<file path="src/rtl/wb_spi_master_ctrl.sv">
// Wishbone classic slave that runs a single-frame, mode-0 (CPOL=0) SPI master.
// SCLK is derived from CLK_I by a programmable half-period counter.
module wb_spi_master_ctrl #(
    parameter int               DATA_W  = 8,
    parameter int               DIV_W   = 8,
    parameter logic [DIV_W-1:0] DIV_RST = 8'd3
) (
    input  logic        CLK_I,
    input  logic        RST_I,
    input  logic [7:0]  ADR_I,
    input  logic        CYC_I,
    input  logic        STB_I,
    input  logic        WE_I,
    input  logic [31:0] DAT_I,
    output logic [31:0] DAT_O,
    output logic        ACK_O,
    output logic        IRQ_O,
    output logic        SCLK_O,
    output logic        MOSI_O,
    input  logic        MISO_I,
    output logic        SS_N_O
);
    localparam int                HALF_W    = $clog2(2 * DATA_W);
    localparam logic [HALF_W-1:0] LAST_HALF = HALF_W'(2 * DATA_W - 1);

    typedef enum logic [2:0] {S_IDLE, S_SETUP, S_SHIFT, S_HOLD, S_DONE} state_t;

    state_t            r_state, w_next;
    logic              r_ack;
    logic [31:0]       r_dat;
    logic              r_ie, r_done, r_ovr, r_busy, r_sclk;
    logic [DIV_W-1:0]  r_div, r_div_lat, r_cnt;
    logic [DATA_W-1:0] r_txdata, r_rxdata, r_tx_sh, r_rx_sh;
    logic [HALF_W-1:0] r_half;

    logic        w_req, w_wr, w_rd, w_ctrl_wr, w_div_wr, w_tx_wr, w_rx_rd;
    logic        w_start, w_tick, w_active, w_unused;
    logic [1:0]  w_adr;
    logic [31:0] w_rdata;

    assign w_adr     = ADR_I[3:2];
    assign w_req     = CYC_I & STB_I & ~r_ack;
    assign w_wr      = w_req & WE_I;
    assign w_rd      = w_req & ~WE_I;
    assign w_ctrl_wr = w_wr && (w_adr == 2'd0);
    assign w_div_wr  = w_wr && (w_adr == 2'd1);
    assign w_tx_wr   = w_wr && (w_adr == 2'd2);
    assign w_rx_rd   = w_rd && (w_adr == 2'd3);
    assign w_start   = w_tx_wr & ~r_busy;
    assign w_tick    = (r_cnt == '0);
    assign w_active  = (r_state == S_SETUP) || (r_state == S_SHIFT) || (r_state == S_HOLD);
    assign w_unused  = ^{ADR_I[7:4], ADR_I[1:0], DAT_I};

    always_comb begin
        w_rdata = '0;
        case (w_adr)
            2'd0:    w_rdata = {23'b0, r_ie, 5'b0, r_ovr, r_done, r_busy};
            2'd1:    w_rdata = 32'(r_div);
            2'd2:    w_rdata = 32'(r_txdata);
            default: w_rdata = 32'(r_rxdata);
        endcase
    end

    // NOTE: every state register uses <= so all flops sample pre-edge values together.
    always_ff @(posedge CLK_I or negedge RST_I) begin
        if (!RST_I) begin
            r_ack <= 1'b0;
            r_dat <= '0;
        end else begin
            r_ack <= CYC_I & STB_I & ~r_ack;
            r_dat <= w_rd ? w_rdata : '0;
        end
    end

    // Set events win over software clears landing on the same edge.
    always_ff @(posedge CLK_I or negedge RST_I) begin
        if (!RST_I) begin
            r_ie     <= 1'b0;
            r_div    <= DIV_RST;
            r_txdata <= '0;
            r_rxdata <= '0;
            r_done   <= 1'b0;
            r_ovr    <= 1'b0;
            r_busy   <= 1'b0;
        end else begin
            if (w_ctrl_wr) r_ie     <= DAT_I[0];
            if (w_div_wr)  r_div    <= DAT_I[DIV_W-1:0];
            if (w_tx_wr)   r_txdata <= DAT_I[DATA_W-1:0];
            if (r_state == S_DONE)                      r_done <= 1'b1;
            else if ((w_ctrl_wr && DAT_I[1]) || w_rx_rd) r_done <= 1'b0;
            if (w_tx_wr && r_busy)           r_ovr <= 1'b1;
            else if (w_ctrl_wr && DAT_I[2])  r_ovr <= 1'b0;
            if (w_start)                 r_busy <= 1'b1;
            else if (r_state == S_DONE)  r_busy <= 1'b0;
            if (r_state == S_DONE) r_rxdata <= r_rx_sh;
        end
    end

    always_ff @(posedge CLK_I or negedge RST_I) begin
        if (!RST_I) r_state <= S_IDLE;
        else        r_state <= w_next;
    end

    // NOTE: default assigned first so no path through this block infers a latch.
    always_comb begin
        w_next = r_state;
        case (r_state)
            S_IDLE:  if (w_start) w_next = S_SETUP;
            S_SETUP: if (w_tick) w_next = S_SHIFT;
            S_SHIFT: if (w_tick && (r_half == LAST_HALF)) w_next = S_HOLD;
            S_HOLD:  if (w_tick) w_next = S_DONE;
            S_DONE:  w_next = S_IDLE;
            default: w_next = S_IDLE;
        endcase
    end

    // Divisor is latched at start so mid-transfer DIV writes only affect the next frame.
    always_ff @(posedge CLK_I or negedge RST_I) begin
        if (!RST_I) begin
            r_div_lat <= '0;
            r_cnt     <= '0;
            r_tx_sh   <= '0;
            r_rx_sh   <= '0;
            r_half    <= '0;
            r_sclk    <= 1'b0;
        end else if (w_start) begin
            r_div_lat <= r_div;
            r_cnt     <= r_div;
            r_tx_sh   <= DAT_I[DATA_W-1:0];
            r_rx_sh   <= '0;
            r_half    <= '0;
            r_sclk    <= 1'b0;
        end else if (w_active) begin
            r_cnt <= w_tick ? r_div_lat : r_cnt - 1'b1;
            if (w_tick) begin
                if ((r_state == S_SETUP) || ((r_state == S_SHIFT) && (r_half != LAST_HALF))) begin
                    r_sclk <= ~r_sclk;
                    if (!r_sclk) r_rx_sh <= {r_rx_sh[DATA_W-2:0], MISO_I};
                    else         r_tx_sh <= {r_tx_sh[DATA_W-2:0], 1'b0};
                end else begin
                    r_sclk <= 1'b0;
                end
                if (r_state == S_SHIFT) r_half <= r_half + 1'b1;
            end
        end
    end

    assign ACK_O  = r_ack;
    assign DAT_O  = r_dat;
    assign IRQ_O  = r_done & r_ie;
    assign SCLK_O = r_sclk;
    assign SS_N_O = ~w_active;
    assign MOSI_O = w_active & r_tx_sh[DATA_W-1];

endmodule

</file>
<file path="config.mk">
export PLATFORM = sky130hd
export DESIGN_NAME = wb_spi_master_ctrl
export DESIGN_NICKNAME = d
export VERILOG_FILES = /design/src/rtl/wb_spi_master_ctrl.sv
export SDC_FILE = /design/constraint.sdc
export NUM_CORES = 1
export LEC_CHECK = 0
export BUFFER_PORTS_ARGS = -buffer_cell sky130_fd_sc_hd__buf_2
export CORE_MARGIN = 2
export CORE_UTILIZATION = 32
export CTS_CLUSTER_SIZE = 20
export DETAILED_ROUTE_END_ITERATION = 8
export GPL_TIMING_DRIVEN = 0
export PLACE_DENSITY = 0.58
export REMOVE_ABC_BUFFERS = 1
export SLEW_MARGIN = 20
export SYNTH_ARGS = -nofsm -noshare
export SYNTH_HDL_FRONTEND = slang
export SYNTH_SLANG_ARGS = --single-unit
export TNS_END_PERCENT = 5
</file>
<file path="constraint.sdc">
create_clock -name CLK_I -period 3.5 [get_ports CLK_I]
set_clock_uncertainty 0.2 [all_clocks]
set_input_delay 1.05 -clock CLK_I [delete_from_list [all_inputs] [get_ports CLK_I]]
set_output_delay 1.05 -clock CLK_I [all_outputs]
set_load 0.01 [all_outputs]
</file>
-- Word level (Yosys, flattened, before mapping)
Cells that the tools add are included.
- add/sub/neg operators: 2
- $mul: 0
- div/mod/pow operators: 0
- magnitude comparators: 0
- equality and inequality tests: 14
- shift operators: 0
- multiplexer cells: 34
- bitwise operators: 12
- reduce and logical (&&, ||, !) cells: 29
- operator list (operator ; number):
    8-bit 2-to-1 mux ; 13
    32-bit 2-to-1 mux ; 1
    9-bit one-hot mux with 3 select lines ; 1
    4-bit 2-to-1 mux ; 4
    2-bit nonzero test ; 8
    3-bit 2-to-1 mux ; 4
    3-bit one-hot mux with 4 select lines ; 1
    4-bit AND reduction ; 3
    1-bit 2-to-1 mux ; 10
    1-bit logical AND ; 9
    8-bit logical NOT ; 1
    8-bit by 1-bit subtractor with 8-bit output, second input constant ; 1
    1-bit AND ; 7
    3-bit by 2-bit == test with 1-bit output, second input constant ; 2
    2-bit inequality test, second input constant ; 3
    1-bit inverter ; 5
    4-bit by 1-bit adder with 4-bit output, second input constant ; 1
    2-bit == test, second input constant ; 2
    4-bit == test, second input constant ; 1
    1-bit logical OR ; 4
    2-bit by 1-bit inequality test with 1-bit output, second input constant ; 2
    4-bit inequality test, second input constant ; 1
    3-bit by 1-bit == test with 1-bit output, second input constant ; 1
    3-bit == test, second input constant ; 1
    5 further kinds ; 5
- flip-flop bits (word level): 101
- bits in latches: 0
- bits in writable memories: 0
- ROM bits: 0
- input bits: 46
- output and inout port bits: 37
- logic and storage cells: 107
- memories: 0

-- Logic depth before layout (Yosys ltp)
Gate-level depths: netlist of run 1.
- depth in word-level cells: 8
- mapped depth: 8
- mapped depth without buffers: 6

-- Worst setup path before layout of run 1
No wires, ideal clock.
- kind: in2reg
- start: input ADR_I[3]
- end: register r_half[0]
- library setup time: 132 ps
- data arrival time: 2284 ps
- data required time: 3168 ps
- slack: 884 ps
- cell stages on the path: 5
- path buffers: 2
- path through: clkbuf_1 -> nand3b_1 -> nor3_1 -> clkbuf_1 -> nor2_1
- longest elaborated chain between the ends: 5
- elaborated cells on any way between the ends: 8
- those cells by class: eq/ne: 1; mux: 1; bitwise: 1; reduce/logical: 5
- RTL lines (element ; RTL line ; RTL):
    from (decl) ; 10 ; input logic [7:0] ADR_I,
    2-bit == test * ; 47 ; assign w_tx_wr = w_wr && (w_adr == 2'd2);
    1-bit logical AND * ; 47 ;
    1-bit AND * ; 49 ; assign w_start = w_tx_wr & ~r_busy;
    2-bit nonzero test (no line) ; -- ;
    3-bit AND reduction (no line) ; -- ;
    to (signal assigned) ; 143 ; if (r_state == S_SHIFT) r_half <= r_half + 1'b1;
    to (decl) ; 34 ; logic [HALF_W-1:0] r_half;
Every way passes the cells marked *; elsewhere a longest branch is shown, timed or not.
A chain may end at the register's enable or synchronous reset.

-- Final worst setup path of run 1
- start: register r_state[2]
- end: output SS_N_O
- longest elaborated chain between the ends: 4
- elaborated cells on any way between the ends: 6
- those cells by class: eq/ne: 3; bitwise: 1; reduce/logical: 2
- RTL lines (element ; RTL line ; RTL):
    from (decl) ; 28 ; state_t r_state, w_next;
    from (signal assigned) ; 101 ; else r_state <= w_next;
    3-bit by 1-bit == test with 1-bit output / 3-bit by 2-bit == test with 1-bit output (equally long branches) ; 51 ; assign w_active = (r_state == S_SETUP) || (r_state == S_SHIFT) || (r_state == S_HOLD);
    1-bit logical OR ; 51 ;
    1-bit logical OR * ; 51 ;
    1-bit inverter * ; 152 ; assign SS_N_O = ~w_active;
    to (decl) ; 21 ; output logic SS_N_O
Marked as above.

==> results of run 1 <==
[per-stage QoR]
stage                     instance area, sq um  util (%)  worst slack, ps
after detailed placement                  4130      34.3              423
after floorplan                           3720         -              317
after CTS                                 4380      36.5              388
after global routing                      4380      36.5              278
after global placement                    4050      33.8             -995
final                                     4380      36.5              409
[synth_stat cells, types with 2 or more instances]
cell / n
buf_4: 24
a21o_1: 2
nand4_1: 2
inv_1: 14
dfrtp_1: 76
mux4_2: 3
o21ai_1: 11
o31ai_1: 3
or3b_2: 2
and2_1: 4
dfstp_2: 2
nor2b_1: 5
nor2_1: 24
nand2_1: 29
and3_1: 2
and3b_1: 2
buf_2: 6
nor3b_2: 2
a31oi_1: 12
nor3b_1: 4
nor3_1: 6
mux2_2: 30
clkbuf_1: 14
ha_1: 3
o41ai_1: 3
a21oi_1: 13
a22oi_1: 5
buf_6: 3
or3_1: 9
o211ai_1: 3
nor4_1: 2
nand3b_1: 3
o21ai_0: 17
xor2_1: 3
nand3_1: 14
[how the worst max path moves through the flow]
| stage | from | end | slack [ps] | cells past startpoint |
|---|---|---|---|---|
| after floorplan | STB_I | r_tx_sh[0] | 320 | 3 |
| after global placement | ADR_I[3] | r_tx_sh[0] | -1000 | 4 |
| after detailed placement | ADR_I[3] | r_state[0] | 420 | 5 |
| after CTS | r_state[2] | SS_N_O | 390 | 3 |
| after global routing | r_state[2] | SS_N_O | 280 | 3 |
| final | r_state[2] | SS_N_O | 410 | 3 |
[area by class of cell]
class	instances	area, sq um
Fill cell	1209	7630
Sequential cell	78	1950
Multi-Input combinational cell	260	1730
Clock buffer	14	244
Timing Repair Buffer	34	201
Tap cell	147	184
Inverter	14	52.6
Clock inverter	2	12.5
[critical path, cell delays in order, from the launching register on]
cell and delay [ps]:
dfrtp_1 450, o21ba_1 520, inv_1 310, buf_2 230
[flip-flops by register name (all words and copies together), names as in the netlist, 3 cells and up]
signal,count
r_div,8
r_cnt,8
r_half,4
r_rx_sh,8
r_div_lat,8
r_rxdata,8
DAT_O,9
r_tx_sh,8
r_txdata,8
r_state,3
[kinds of logic (layout without fill, tap and decap cells)]
kind of cell             after synthesis  count (layout)
AND/OR/NAND/NOR                      120             120
flip-flops                            78              78
AO/OA/AOI/OAI                         76              76
buffers and inverters                 61              64
multiplexers                          34              34
XOR/XNOR                               4               4
adder cells (fa/ha/maj)                3               3
other                                  1              23
[metal layers]
metal	track usage, %	up-vias
li1	-	1325
met1	19.0	1413
met2	22.3	56
met3	2.53	6
met4	4.10	0
met5	0	-
[power by group through the flow]
stage	clock network (mW)	logic [mW]	registers, mW
finish	0.825	0.148	1.01
global route	0.875	0.165	1.02
CTS	0.844	0.151	1.01
detailed placement	0	0.151	1.02
global placement	0	0.144	1.02
floorplan	0	0.0945	1.01
==> summary.md, run 1 <==
| Metric | Value |
|---|---|
| Status | `completed` |
| RR Startpoint | `r_cnt[0]` |
| Top Layer Used | `met4` |
| Nets | `446` |
| Maximum fanout along the worst path | `13` |
| Final hold slack | `279 ps` |
| Hold Vio Cnt, Final | `0` |
| Reg power frac | `about half` |
| HP Class | `flop to flop` |
| HPWL Detailed | `6000 um` |
| # Max-Cap Violations | `0` |
| Crit. End Element | `output port` |
| Hold EP | `r_div_lat[5]` |
| Sequential fraction of the synthesis area | `approximately half` |
| Hold path depth | `2` |
| Multiplexer area fraction after synthesis | `between 10% and 20%` |
| R2R Setup Slk | `approximately 900 ps` |
| Number of synthesized register bits | `just under 80` |
| Async S/R FF share, synth | `100%` |
| Die area | `between 0.01 and 0.015 sq mm` |
| CTS Buf Count | `9` |
| Total power | `approximately 2.0 mW` |
| Max IR drop VDD | `around 210 uV` |
| Fin cells | `549` |
| Startpoint types | `flop` |
| Xor-xnor portion of the synthesized cell area | `less than 1%` |
| Ratio of cells with drive above 1 in the final layout | `23.6%` |
| Gr ovfl total | `0` |
| 1st-pass router iterations | `4` |
| Most common cell after layout, fill and taps aside | `dfrtp_1` |
| Vias in the first global route | `roughly 2700` |
| Fin crit share | `88.3%` |
| Clk Tree Root Cell | `clkbuf_16` |
| Fin crit period | `roughly 3100 ps` |
| Adder-cell share of the synthesized area | `0.953%` |
| Syn_area_per_cell | `roughly 10 sq um` |
| H-tree depth reported by CTS | `3` |
| Clock buffer depth | `2` |
| Routed wl met3 | `approximately 330 um` |
| M1 wire length | `3890 um` |
| Gpl congestion | `approximately 0.77` |
| Detail Route Antenna Nets | `0` |
| Rows | `40` |
| GRT Total Usage | `between 10% and 20%` |
| Post-synthesis compound-gate area fraction | `about an eighth` |
| IO Count | `83` |
| Gate Count Post-Synth | `between 300 and 400` |
| Port bufs | `29` |
| Starting density of the core | `between 30 and 40%` |
| CTS sink cnt | `78` |
| Relative slew slack | `45.3%` |
| Routed WL | `approximately 8700 um` |
| Main synth FF type | `dfrtp_1` |
| CTS clk-pin slew, worst paths | `about 60 ps` |
| Clk network pwr share | `roughly two fifths` |
| Hold Buf Count CTS | `0` |
| Leading area contributor after synthesis | `dfrtp_1` |
| CP arrival | `~1800 ps` |
| Worst Reg2Reg Path Length in Cells | `6` |
| Critical path type | `flop to output port` |
| Final setup viols | `0` |
| Ranking of synthesized cells by area | `dfrtp_1 48%, mux2_2 8.6%, buf_4 4.6%, nand2_1 2.8%, nor2_1 2.3%` |
| PD cells | `roughly 450 mW/mm^2` |
| Synthesized area | `0.00394 sq mm` |
| Post-synth cell types | `55` |
| EDFF count, synth | `0` |
| Most frequent cells in the layout | `76 x dfrtp_1, 30 x mux2_2, 29 x nand2_1` |
| Leakage | `a little under 2 nW` |
| Post-CTS Setup Inserts | `0` |
| Slew Viols, Final | `0` |
| Share of the synthesized area in the top cell type | `about half` |
| DR WL/cell | `approximately 16 um` |
| First-pass GRT wire length | `about 14000 um` |
| Worst-Skew Late Latency | `~330 ps` |
| Combinational fraction of design power | `between 7 and 8%` |
| Int Pwr | `about 1.5 mW` |
| Drc violations | `0` |
| Hold wc startpoint | `r_div_lat[5]` |
| PostCTS Resize Cnt | `0` |
| Core area | `between 0.01 and 0.015 sq mm` |
| Worst r2r dst | `r_tx_sh[2]` |
| Largest net degree at the start of global routing | `43` |
| Largest family of logic cells by synthesized area | `simple AND/OR/NAND/NOR gates` |
| Area growth syn-to-layout | `11.2%` |
| Routed met2 length | `approximately 4400 um` |
| NetSw | `between 400 and 500 uW` |
| DR vias | `2800` |
| Placed cells | `approximately 530` |
| Vias per inst | `5.10` |
| Max Fclk | `around 320 MHz` |
| Post-Synth Simple-Gate Area | `between 10% and 20%` |
| Warnings from Yosys | `0` |
| Tightest Pin Transition | `slightly above 800 ps` |
| RSZ-0062 raised after global routing | `no` |
| Diode count | `0` |
| Die Span Y | `between 100 and 150 um` |
| CTS tree | `done` |
| Antenna violations before repair | `0` |
| Die width | `approximately 110 um` |
| Initial DRC count | `around 210` |
| Worst path required time | `about 2300 ps` |
| Sw frac | `a little under a quarter` |
| Setup TNS | `0 ps` |
Note: power is estimated with default switching activity, not from simulation.
==> inputs of run 2 (changes only) <==
--- a/config.mk
+++ b/config.mk
@@ -11,7 +11,6 @@
 export CTS_CLUSTER_SIZE = 20
 export DETAILED_ROUTE_END_ITERATION = 8
 export GPL_TIMING_DRIVEN = 0
-export PLACE_DENSITY = 0.58
 export REMOVE_ABC_BUFFERS = 1
 export SLEW_MARGIN = 20
 export SYNTH_ARGS = -nofsm -noshare
==> summary.md, run 2 (synthesized netlist as in run 1, its figures left out) <==
| Metric | Value |
|---|---|
| Status | `completed (unchanged)` |
| Relative slew slack | `39.2% (was 45.3%)` |
| Vias per inst | `5.05 (was 5.10)` |
| Placed inst area | `0.00413 sq mm (unchanged)` |
| Diode count | `0 (unchanged)` |
| Hold path depth | `2 (unchanged)` |
| Fin crit share | `89.0% (was 88.3%)` |
| Drc violations | `0 (unchanged)` |
| Hold Buf Count CTS | `0 (unchanged)` |
| Detail Route Antenna Nets | `0 (unchanged)` |
| CP arrival | `1860 ps (was 1840 ps)` |
| Tightest Pin Transition | `911 ps (was 818 ps)` |
| Placed cells | `532 (was 533)` |
| PD cells | `492 mW/mm^2 (was 452 mW/mm^2)` |
| DR WL/cell | `15.6 um (was 15.8 um)` |
| GRT Total Usage | `13.9% (was 13.8%)` |
| Crit. End Element | `output port (unchanged)` |
| Die width | `115 um (unchanged)` |
| Most common cell after layout, fill and taps aside | `dfrtp_1 (unchanged)` |
| Clk Tree Root Cell | `clkbuf_16 (unchanged)` |
| Startpoint types | `flop (unchanged)` |
| Gpl congestion | `0.793 (was 0.767)` |
| Max IR drop VDD | `232 uV (was 211 uV)` |
| # Max-Cap Violations | `0 (unchanged)` |
| Worst Reg2Reg Path Length in Cells | `6 (unchanged)` |
| Largest net degree at the start of global routing | `50 (was 43)` |
| Area growth syn-to-layout | `13.2% (was 11.2%)` |
| HP Class | `flop to flop (unchanged)` |
| Clock buffer depth | `2 (unchanged)` |
| Rows | `40 (unchanged)` |
| DR vias | `2765 (was 2800)` |
| IO Count | `83 (unchanged)` |
| Initial DRC count | `230 (was 208)` |
| Hold Vio Cnt, Final | `0 (unchanged)` |
| Die Span Y | `115 um (unchanged)` |
| R2R Setup Slk | `990 ps (was 900 ps)` |
| Worst path required time | `2250 ps (about the same)` |
| Leakage | `2.02 nW (was 1.97 nW)` |
| Vias in the first global route | `2723 (was 2731)` |
| Final setup viols | `0 (unchanged)` |
| Final instance area | `0.00446 sq mm (was 0.00438 sq mm)` |
| CTS Buf Count | `9 (unchanged)` |
| Critical path type | `flop to output port (unchanged)` |
| CTS tree | `done (unchanged)` |
| Port bufs | `29 (unchanged)` |
| Die area | `0.0132 sq mm (unchanged)` |
| CTS clk-pin slew, worst paths | `60 ps (about the same)` |
| Antenna violations before repair | `0 (unchanged)` |
| Ratio of cells with drive above 1 in the final layout | `24.4% (was 23.6%)` |
| Slew Viols, Final | `0 (unchanged)` |
| Post-CTS Setup Inserts | `0 (unchanged)` |
| HPWL Detailed | `5920 um (was 6000 um)` |
| Most frequent cells in the layout | `76 x dfrtp_1, 30 x mux2_2, 29 x nand2_1 (unchanged)` |
| PostCTS Resize Cnt | `0 (unchanged)` |
| RSZ-0062 raised after global routing | `no (unchanged)` |
| 1st-pass router iterations | `5 (was 4)` |
| Starting density of the core | `32.8% (unchanged)` |
| Gr ovfl total | `0 (unchanged)` |
| Final core occ | `37.1% (was 36.5%)` |
| H-tree depth reported by CTS | `3 (unchanged)` |
| CTS sink cnt | `78 (unchanged)` |
| First-pass GRT wire length | `14400 um (about the same)` |
| Core area | `0.0120 sq mm (unchanged)` |
| Final hold slack | `266 ps (was 279 ps)` |
| Fin cells | `548 (was 549)` |
| Maximum fanout along the worst path | `13 (unchanged)` |
| Routed WL | `8530 um (was 8690 um)` |
| Fin crit period | `3110 ps (was 3090 ps)` |
| Max Fclk | `321 MHz (was 324 MHz)` |
| Max FFs per register | `9 (unchanged)` |
| Worst-Skew Late Latency | `330 ps (about the same)` |
| Total power | `2.20 mW (was 1.98 mW)` |
| Nets | `445 (was 446)` |
[run 2: cell count changes in the layout (fill, tap and decap cells not counted), sizes merged]
cell | before | now
clkinvlp | 1 | 0
clkbuf | 14 | 13
bufinv | 0 | 2
buf | 34 | 33
[run 2: layer usage]
metal | part of all wire (%) | vias up | track usage [%]
met5 | 0 | - | 0
met4 | 1.5 | 0 | 4.18
met3 | 4.1 | 9 | 3.27
met2 | 48 | 64 | 21.7
met1 | 46 | 1374 | 19.5
li1 | - | 1318 | -
[run 2: worst max-delay path, cell delays in order, from the launching register on]
cell and delay (ps):
dfrtp_1 440, o21ba_1 530, inv_1 320, buf_2 230
[run 2: cell type report]
type                            count  area (sq um)
Inverter                           14          52.6
Sequential cell                    78          1950
Timing Repair Buffer               33           201
Tap cell                          147           184
Clock inverter                      3          65.1
Clock buffer                       13           270
Fill cell                        1205          7550
Multi-Input combinational cell    260          1730
[run 2: metrics by stage]
step / setup TNS [ps] / worst slack [ps]
final: 0 / 385
after global placement: -21700 / -1140
after global routing: 0 / 273
after detailed placement: 0 / 487
after CTS: 0 / 364
after floorplan: 0 / 317
[run 2: power by group]
part	internal (mW)	leakage, nW	total (mW)	switching, mW
registers	0.962	0.920	1.01	0.0435
logic	0.0759	0.930	0.149	0.0734
clock network	0.682	0.166	1.04	0.360
[run 2: final timing paths]
kind	endpoint	startpoint
min in group asynchronous	r_busy	RST_I
max in group asynchronous	r_div[1]	RST_I
min	r_div_lat[5]	r_div_lat[5]
min reg2reg	r_div_lat[5]	r_div_lat[5]
max reg2reg	r_tx_sh[6]	r_cnt[0]
max	SS_N_O	r_state[2]
==> inputs of run 3 (changes only) <==
--- a/config.mk
+++ b/config.mk
@@ -7,10 +7,11 @@
 export LEC_CHECK = 0
 export BUFFER_PORTS_ARGS = -buffer_cell sky130_fd_sc_hd__buf_2
 export CORE_MARGIN = 2
-export CORE_UTILIZATION = 32
+export CORE_UTILIZATION = 59
 export CTS_CLUSTER_SIZE = 20
 export DETAILED_ROUTE_END_ITERATION = 8
 export GPL_TIMING_DRIVEN = 0
+export PLACE_DENSITY = 0.85
 export REMOVE_ABC_BUFFERS = 1
 export SLEW_MARGIN = 20
 export SYNTH_ARGS = -nofsm -noshare
==> summary.md, run 3 (synthesized netlist as in run 1, its figures left out) <==
| Metric | Value |
|---|---|
| CTS clk-pin slew, worst paths | `70 ps (was 60 ps)` |
| Critical path type | `flop to output port (unchanged)` |
| HPWL Detailed | `5430 um (was 5920 um)` |
| Fin crit share | `88.2% (was 89.0%)` |
| Antenna violations before repair | `0 (unchanged)` |
| # Max-Cap Violations | `0 (unchanged)` |
| CTS tree | `done (unchanged)` |
| Nets | `444 (was 445)` |
| Slew Viols, Final | `0 (unchanged)` |
| Max FFs per register | `9 (unchanged)` |
| PD cells | `412 mW/mm^2 (was 492 mW/mm^2)` |
| Crit. End Element | `output port (unchanged)` |
| Area occupied by multi-input gates | `0.00173 sq mm (unchanged)` |
| DR WL/cell | `16.7 um (was 15.6 um)` |
| PostCTS Resize Cnt | `0 (unchanged)` |
| Setup WS pre-CTS | `290 ps (was 487 ps)` |
| Worst path required time | `2250 ps (about the same)` |
| Vias per inst | `5.93 (was 5.05)` |
| H-tree depth reported by CTS | `3 (unchanged)` |
| Clk Tree Root Cell | `clkbuf_8 (was clkbuf_16)` |
| Die Span Y | `85.7 um (was 115 um)` |
| IO Count | `83 (unchanged)` |
| First-pass GRT wire length | `13400 um (was 14400 um)` |
| Placed cells | `461 (was 532)` |
| Tightest Pin Transition | `941 ps (was 911 ps)` |
| Core area | `0.00639 sq mm (was 0.0120 sq mm)` |
| Die area | `0.00735 sq mm (was 0.0132 sq mm)` |
| HP Class | `flop to flop (unchanged)` |
| Status | `completed (unchanged)` |
| Port bufs | `29 (unchanged)` |
| Max IR drop VDD | `314 uV (was 232 uV)` |
| Drc violations | `0 (unchanged)` |
| Gr ovfl total | `0 (unchanged)` |
| Vias in the first global route | `2747 (was 2723)` |
| Clock buffer depth | `2 (unchanged)` |
| Detail Route Antenna Nets | `0 (unchanged)` |
| Maximum fanout along the worst path | `13 (unchanged)` |
| RSZ-0062 raised after global routing | `no (unchanged)` |
| Total power | `1.73 mW (was 2.20 mW)` |
| Initial DRC count | `166 (was 230)` |
| 1st-pass router iterations | `4 (was 5)` |
| Fin crit period | `3090 ps (was 3110 ps)` |
| Fin cells | `476 (was 548)` |
| Register area | `0.00195 sq mm (unchanged)` |
| DR vias | `2825 (was 2765)` |
| Area growth syn-to-layout | `6.45% (was 13.2%)` |
| Routed WL | `7950 um (was 8530 um)` |
| Final setup viols | `0 (unchanged)` |
| Fill cell count | `503 (was 1205)` |
| CTS sink cnt | `78 (unchanged)` |
| Gpl congestion | `0.845 (was 0.793)` |
| CP arrival | `1840 ps (was 1860 ps)` |
| Starting density of the core | `61.7% (was 32.8%)` |
| Hold Buf Count CTS | `0 (unchanged)` |
| Worst Slack Setup Final | `413 ps (was 385 ps)` |
| Worst-Skew Late Latency | `350 ps (was 330 ps)` |
| GRT Total Usage | `23.6% (was 13.9%)` |
| Diode count | `0 (unchanged)` |
| Leakage | `1.93 nW (was 2.02 nW)` |
| Relative slew slack | `37.3% (was 39.2%)` |
| Most common cell after layout, fill and taps aside | `dfrtp_1 (unchanged)` |
| Final hold slack | `265 ps (was 266 ps)` |
| Post-CTS Setup Inserts | `0 (unchanged)` |
| Die width | `85.7 um (was 115 um)` |
| Hold Vio Cnt, Final | `0 (unchanged)` |
| Most frequent cells in the layout | `76 x dfrtp_1, 30 x mux2_2, 29 x nand2_1 (unchanged)` |
| Ratio of cells with drive above 1 in the final layout | `23.6% (was 24.4%)` |
| Largest net degree at the start of global routing | `54 (was 50)` |
| Rows | `29 (was 40)` |
| Max Fclk | `324 MHz (was 321 MHz)` |
| CTS Buf Count | `9 (unchanged)` |
| Startpoint types | `flop (unchanged)` |
==> run 3: cell types whose count changed in the layout (fill, tap and decap cells not counted), sizes merged <==
cell	previous run	this run
bufinv	2	0
buf	33	32
clkinv	1	2
==> run 3: path summary, 6_finish.rpt <==
| kind | start | endpoint | slack (ps) | cells past startpoint |
|---|---|---|---|---|
| worst max-delay path | r_state[2] | SS_N_O | 410 | 3 |
| worst min-delay path | r_div_lat[5] | r_div_lat[5] | 270 | 2 |
| worst max register to register | r_cnt[0] | r_tx_sh[6] | 910 | 6 |
| worst min register to register | r_div_lat[5] | r_div_lat[5] | 270 | 2 |
| max in group asynchronous | RST_I | r_div[1] | 2070 | 2 |
| min in group asynchronous | RST_I | r_div_lat[5] | 410 | 1 |
==> run 3: per-stage QoR <==
step                      util (%)  instance area, sq um  setup TNS (ps)
after floorplan                  -                  3720               0
after global placement        62.1                  3970          -19270
after detailed placement      63.1                  4030               0
after CTS                     65.6                  4190               0
after global routing          65.7                  4190               0
final                         65.7                  4190               0
==> run 3: layout make-up <==
type / instances / area share (%)
flip-flops and latches: 78 / 46.6
multi-input cells: 260 / 41.3
repair buffers: 32 / 4.72
clock buffers: 13 / 3.55
well taps: 77 / 2.30
inverters: 14 / 1.25
clock inverters: 2 / 0.239
==> run 3: critical path, cell delays in order, from the launching register on <==
cell and delay, ps:
dfrtp_1 460, o21ba_1 500, inv_1 300, buf_2 220
==> run 3: per-layer routing <==
metal	part of all wire, %	routed length (um)	global-route usage (%)	vias to the layer above
li1	-	-	-	1315
met1	45	3560	30.8	1429
met2	49	3900	38.4	67
met3	4.8	380	6.83	14
met4	1.5	116	7.36	0
met5	0	0	0	-
==> run 3: power breakdown <==
group / switching, mW / total, mW / internal [mW]
clock network: 0.304 / 0.576 / 0.272
registers: 0.0428 / 1.00 / 0.961
logic: 0.0737 / 0.150 / 0.0759
total: 0.420 / 1.73 / 1.31
